**src/rtl/cpu_isa_pkg.sv**
```systemverilog
// cpu_isa_pkg: opcode constants, field positions and decoded-operand record shared by the ISA front end
package cpu_isa_pkg;
  localparam int OPC_W = 6;
  localparam int RA_W = 5;
  localparam int FA_LSB = 21;
  localparam int FB_LSB = 16;
  localparam int FC_LSB = 11;
  localparam logic [OPC_W-1:0] OP_LI = 6'b111001;
  localparam logic [OPC_W-1:0] OP_LUI = 6'b111010;
  localparam logic [OPC_W-1:0] OP_LWI = 6'b111011;
  localparam logic [OPC_W-1:0] OP_SWI = 6'b111100;
  localparam logic [OPC_W-1:0] OP_LW = 6'b111101;
  localparam logic [OPC_W-1:0] OP_SW = 6'b111110;
  localparam logic [1:0] BR_PREFIX = 2'b10;
  typedef struct packed {
    logic [RA_W-1:0] rr1;
    logic [RA_W-1:0] rr2;
    logic use1;
    logic use2;
    logic wr;
    logic [RA_W-1:0] wa;
  } operand_t;
endpackage

```
**src/rtl/ir_operand_decode.sv**
```systemverilog
// ir_operand_decode: instruction word to read/write register operands; unused fields read as zero
module ir_operand_decode
  import cpu_isa_pkg::*;
#(
  parameter int INSTR_W = 32
) (
  input  logic [INSTR_W-1:0] ir,
  output operand_t           op_out
);
  localparam logic [RA_W-1:0] Z = '0;
  logic [OPC_W-1:0] op;
  logic [RA_W-1:0] ra, rb, rc;
  logic unused_bits;
  assign op = ir[INSTR_W-1 -: OPC_W];
  assign ra = ir[FA_LSB +: RA_W];
  assign rb = ir[FB_LSB +: RA_W];
  assign rc = ir[FC_LSB +: RA_W];
  assign unused_bits = ^ir[FC_LSB-1:0];
  // record layout: {rr1, rr2, use1, use2, wr, wa}
  always_comb begin
    op_out = '0;
    if (op[OPC_W-1 -: 2] == BR_PREFIX) op_out = {ra, rb, 3'b110, Z};
    else
      case (op)
        OP_LI, OP_LUI: op_out = {ra, rb, 3'b111, ra};
        OP_LWI:        op_out = {ra, Z, 3'b101, ra};
        OP_LW:         op_out = {Z, rb, 3'b011, ra};
        OP_SWI:        op_out = {Z, ra, 3'b010, Z};
        OP_SW:         op_out = {rb, ra, 3'b110, Z};
        default:       op_out = {rb, rc, 3'b111, ra};
      endcase
  end
endmodule

```
**src/rtl/operand_fetch_stage.sv**
```systemverilog
// operand_fetch_stage: decode, scoreboard RAW stall and 1-entry valid/ready output register
module operand_fetch_stage
  import cpu_isa_pkg::*;
#(
  parameter int INSTR_W = 32,
  parameter int REG_ADDR_W = 5,
  parameter int NUM_REGS = 32,
  parameter int ZERO_REG = 1,
  parameter int WB_BYPASS = 1
) (
  input  logic                  clk,
  input  logic                  reset,
  input  logic                  in_valid,
  input  logic [INSTR_W-1:0]    in_ir,
  output logic                  in_ready,
  output logic                  out_valid,
  input  logic                  out_ready,
  output logic [INSTR_W-1:0]    out_ir,
  output logic [REG_ADDR_W-1:0] out_rr1,
  output logic [REG_ADDR_W-1:0] out_rr2,
  output logic                  out_use1,
  output logic                  out_use2,
  output logic                  out_wr,
  output logic [REG_ADDR_W-1:0] out_wa,
  input  logic                  wb_valid,
  input  logic [REG_ADDR_W-1:0] wb_addr,
  input  logic                  flush,
  output logic [NUM_REGS-1:0]   busy_vec
);
  operand_t dec;
  logic [REG_ADDR_W-1:0] src [2];
  logic [1:0] src_use, hz;
  logic accept, out_fire;
  logic [NUM_REGS-1:0] set_vec, clr_vec;
  ir_operand_decode #(.INSTR_W(INSTR_W)) u_dec (.ir(in_ir), .op_out(dec));
  assign src[0] = dec.rr1;
  assign src[1] = dec.rr2;
  assign src_use = {dec.use2, dec.use1};
  // a source blocks while its write is recorded (unless retiring now) or still sitting in the output register
  for (genvar i = 0; i < 2; i++) begin : g_src
    assign hz[i] = src_use[i] && !((ZERO_REG != 0) && src[i] == '0) &&
                   ((busy_vec[src[i]] && !((WB_BYPASS != 0) && wb_valid && wb_addr == src[i])) ||
                    (out_valid && out_wr && out_wa == src[i]));
  end
  assign in_ready = !reset && !flush && !(|hz) && (!out_valid || out_ready);
  assign accept = in_valid && in_ready;
  assign out_fire = out_valid && out_ready && !flush;
  assign set_vec = (out_fire && out_wr && !((ZERO_REG != 0) && out_wa == '0)) ? NUM_REGS'(1) << out_wa : '0;
  assign clr_vec = wb_valid ? NUM_REGS'(1) << wb_addr : '0;
  always_ff @(posedge clk) begin
    busy_vec <= reset ? '0 : (busy_vec & ~clr_vec) | set_vec;
    if (reset) {out_valid, out_ir, out_rr1, out_rr2, out_use1, out_use2, out_wr, out_wa} <= '0;
    else begin
      out_valid <= !flush && (accept || (out_valid && !out_fire));
      if (accept) {out_ir, out_rr1, out_rr2, out_use1, out_use2, out_wr, out_wa} <= {in_ir, dec};
    end
  end
endmodule
```
**config.mk**
```make
export PLATFORM = sky130hd
export DESIGN_NAME = operand_fetch_stage
export DESIGN_NICKNAME = d
export VERILOG_FILES = /design/src/rtl/cpu_isa_pkg.sv /design/src/rtl/ir_operand_decode.sv /design/src/rtl/operand_fetch_stage.sv
export SDC_FILE = /design/constraint.sdc
export NUM_CORES = 1
export LEC_CHECK = 0
export ABC_AREA = 1
export CORE_MARGIN = 2
export CORE_UTILIZATION = 51
export CTS_BUF_LIST = sky130_fd_sc_hd__clkbuf_4 sky130_fd_sc_hd__clkbuf_8
export CTS_CLUSTER_DIAMETER = 30
export DETAILED_ROUTE_END_ITERATION = 12
export GPL_TIMING_DRIVEN = 0
export HOLD_SLACK_MARGIN = 0.1
export MAX_ROUTING_LAYER = met4
export PLACE_DENSITY = 0.91
export SLEW_MARGIN = 10
export SYNTH_ARGS = -nofsm -noshare
export SYNTH_HDL_FRONTEND = slang
export SYNTH_SLANG_ARGS = --single-unit
```
**constraint.sdc**
```tcl
create_clock -name clk -period 3.73 [get_ports clk]
set_input_delay 0.746 -clock clk [delete_from_list [all_inputs] [get_ports clk]]
set_output_delay 0.746 -clock clk [all_outputs]
set_load 0.02 [all_outputs]
```
==> results.ini <==
[synthesis]
yosys.area.top_type_share_pct = 33.2
synth_nets = 848
synthTopCellsByArea = dfxtp_1 33%, nand2_1 16%, nand3_1 10%
synth_seq_area_share_pct = 33.2
syn-instance-count = 805
yosys.area.top_type = dfxtp_1
synth_cell_types = 38
synth_area_um2 = 5010
avgSynthCellArea_um2 = 6.22
synth-seq-cells = 83
synth_warnings = 0

[final_layout]
multi_input_area_um2 = 3150
seq_area_um2 = 1660
antenna_cells = 0
layout.core_utilization_pct = 76.7
instances_no_fill = 1119
final_common_cell = nand2_1
drive_gt1_share_pct = 16.9
nFillCells = 715
area_delta_synth_final_pct = 47.6
nets = 1024
most-common-layout-cells = 195 x nand2_1, 113 x clkdlybuf4s50_1, 110 x nor2_1

[drt]
drt_iter0_drc = 806
vias = 6765
firstDrtPassIters = 8
ant_nets = 0
routed_wl_um = 22500
wire_per_inst_um = 20.1
drcViolationCount = 0
via_per_inst = 6.05

[setup_path]
endpoint_kind = output port
crit_cells = 22
path_cells = buf_6 > inv_1 > nand2_2 > inv_2 > nand2_4 > nand3_4 > nor2_4 > buf_12 > nand2_2 > nand3_4 > nand3_1 > nand3_1 > nand2_2 > nand2_1 > nand2_1 > inv_2 > nand2_2 > nand2_2 > nand2_2 > nand2_2 > and3_4 > buf_6
crit_path_start_kind = input port
ff2ff_path_depth = 14
cp_num_buf_inv = 6
worstPathMaxFanout = 5
cp_data_arrival_time_ps = 2990
critical-path-max-stage-delay_ps = 210
worst_path_most_repeated_cell = nand2_2
cp_slowest_cell = nor2_4
cp.required_ps = 2980
path_delay_family = simple AND/OR/NAND/NOR gates
path_class = input port to output port

[die]
std_cell_rows = 36
die_area_um2 = 10600
die_w_um = 103
io_pins = 127
initial_core_util_pct = 52.0
core_area_um2 = 9640
die_y_um = 103

[clock_tree]
cts_num_sinks = 83
cts_buffer_depth = 2
cts.clk_slew.worst_paths_ps = 90
htreeDepth = 3
postCtsHoldBufs = 0
cts_tree = done
cts_made_buffers = 9
root_buffer = clkbuf_8
clkLatencyLatePin_ps = 380

[pwr]
clock_power_share_pct = 28.1
p_leak_nw = 3.17
p_sw_uw = 842
peakVddDrop_mv = 0.274
pwr-share-comb_pct = 31.2
total_power_mw = 2.29
seqPwrFrac_pct = 40.7
p_per_area_nw_per_um2 = 310
power.share.switching_pct = 36.8
power.internal_mw = 1.45

[sta]
worstMarginPinSlew_ps = 885
layout_min_cycle_time_ps = 3740
clock_skew_ps = 6.45
layout_setup_ws_ps = -8.14
slew_headroom_pct = 40.6
holdWs_ps = 490
drv_slew = 0
setup_viol = 1
clock.fmax_mhz = 268
min_period_over_period_pct = 100
hold_viol_final = 0

[global_route]
grt_pass1_vias = 6147
antenna_found_initial = 0
grt-ovfl-total = 0
grt_usage_pct = 40.6
grt_pass1_wl_um = 31700
grt_start_max_net_pins = 17

[flow_run]
maxCapViolations = 0

[min_path]
hold_path.class = register to register
timing.hold.worst_path_depth = 2

[place]
gp_congestion = 1.04
portBuffers = 124
dpl.hpwl_um = 13800
dp.cells = 1062
dp_slack_ps = -1390

[outcome]
violations = negative setup slack
status = finished, violations left

## worst paths after layout
kind / from / end / slack, ps
setup reg to reg: out_wa[3] / out_ir[17] / 890
setup / recovery: in_ir[27] / in_ready / -8
hold reg to reg: out_ir[25] / out_ir[25] / 490
hold / removal: out_ir[25] / out_ir[25] / 490
## synthesized netlist by cell type (all sizes together)
| master | count |
|---|---|
| nor2 | 119 |
| o22ai | 5 |
| nor4 | 3 |
| a21boi | 2 |
| or2 | 1 |
| nand3 | 103 |
| o41ai | 5 |
| o21ai | 40 |
| nand4 | 20 |
| a21oi | 51 |
| a31oi | 1 |
| buf | 20 |
| and3 | 1 |
| nor3 | 9 |
| a211oi | 1 |
| clkbuf | 23 |
| a22oi | 3 |
| inv | 78 |
| nand2 | 226 |
| xor2 | 7 |
| dfxtp | 83 |
| clkinv | 4 |
## stage by stage
step / setup TNS [ps] / cell area, µm²
2_1_floorplan: 0 / 5010
3_3_place_gp: -14520 / 6420
3_5_place_dp: -17520 / 6420
4_1_cts: 0 / 7120
5_1_grt: -88.4 / 7400
6_report: -8.14 / 7400
## worst reg2reg max path, cell delays in order, from the launching register on
cell and delay, ps:
dfxtp_1 370, clkbuf_1 400, inv_1 140, clkbuf_1 270, a211oi_1 270, nand4_1 120
nand2_2 90, nand2_2 80, buf_4 140, buf_4 130, nand4_1 100, buf_6 180
buf_2 260, nor2_1 80, nor2_1 150
## repair_timing
item / 4_1_cts / 5_1_grt
endpoints found under the setup margin: 1 / 1
gates resized for setup: 101 / 56
pin swaps: 20 / 43
cloned: 3 / 1
buffers inserted: 24 / 16
## state kept, by name (all words and copies together), names as in the netlist
name,flops
out_rr1,5
out_rr2,5
out_ir,32
out_use2,1
out_wa,5
out_use1,1
busy_vec,32
out_valid,1
out_wr,1
## area by class of cell
cell class / instances / share of cell area [%]
multi-input cells: 598 / 42.5
flip-flops and latches: 83 / 22.5
repair buffers: 165 / 21.8
inverters: 82 / 4.53
plain buffers: 42 / 3.99
well taps: 133 / 2.25
clock buffers: 9 / 1.67
clock inverters: 7 / 0.795
## power groups by stage
stage          combinational (mW)  clock, mW  sequential, mW
2_1_floorplan               0.280          0           0.985
3_3_place_gp                0.529          0           0.949
3_5_place_dp                0.534          0           0.950
4_1_cts                     0.638      0.636           0.930
5_1_grt                     0.750      0.672           0.934
6_report                    0.715      0.644           0.932
## per-layer routing
layer / track usage (%) / vias to the layer above / routed length, µm
met3: 8.75 / 184 / 2580
met5: - / - / 0
met1: 46.0 / 3036 / 7840
li1: - / 2964 / -
met4: 22.8 / 0 / 1840
met2: 66.4 / 581 / 10200
## cell families after synthesis
family / Yosys count / synth area share (%)
XOR/XNOR: 7 / 1.22
AND/OR/NAND/NOR: 482 / 41.8
flip-flops: 83 / 33.2
buffers and inverters: 125 / 11.2
AO/OA/AOI/OAI: 108 / 12.7
No activity file was read; power rests on OpenSTA's default activity.
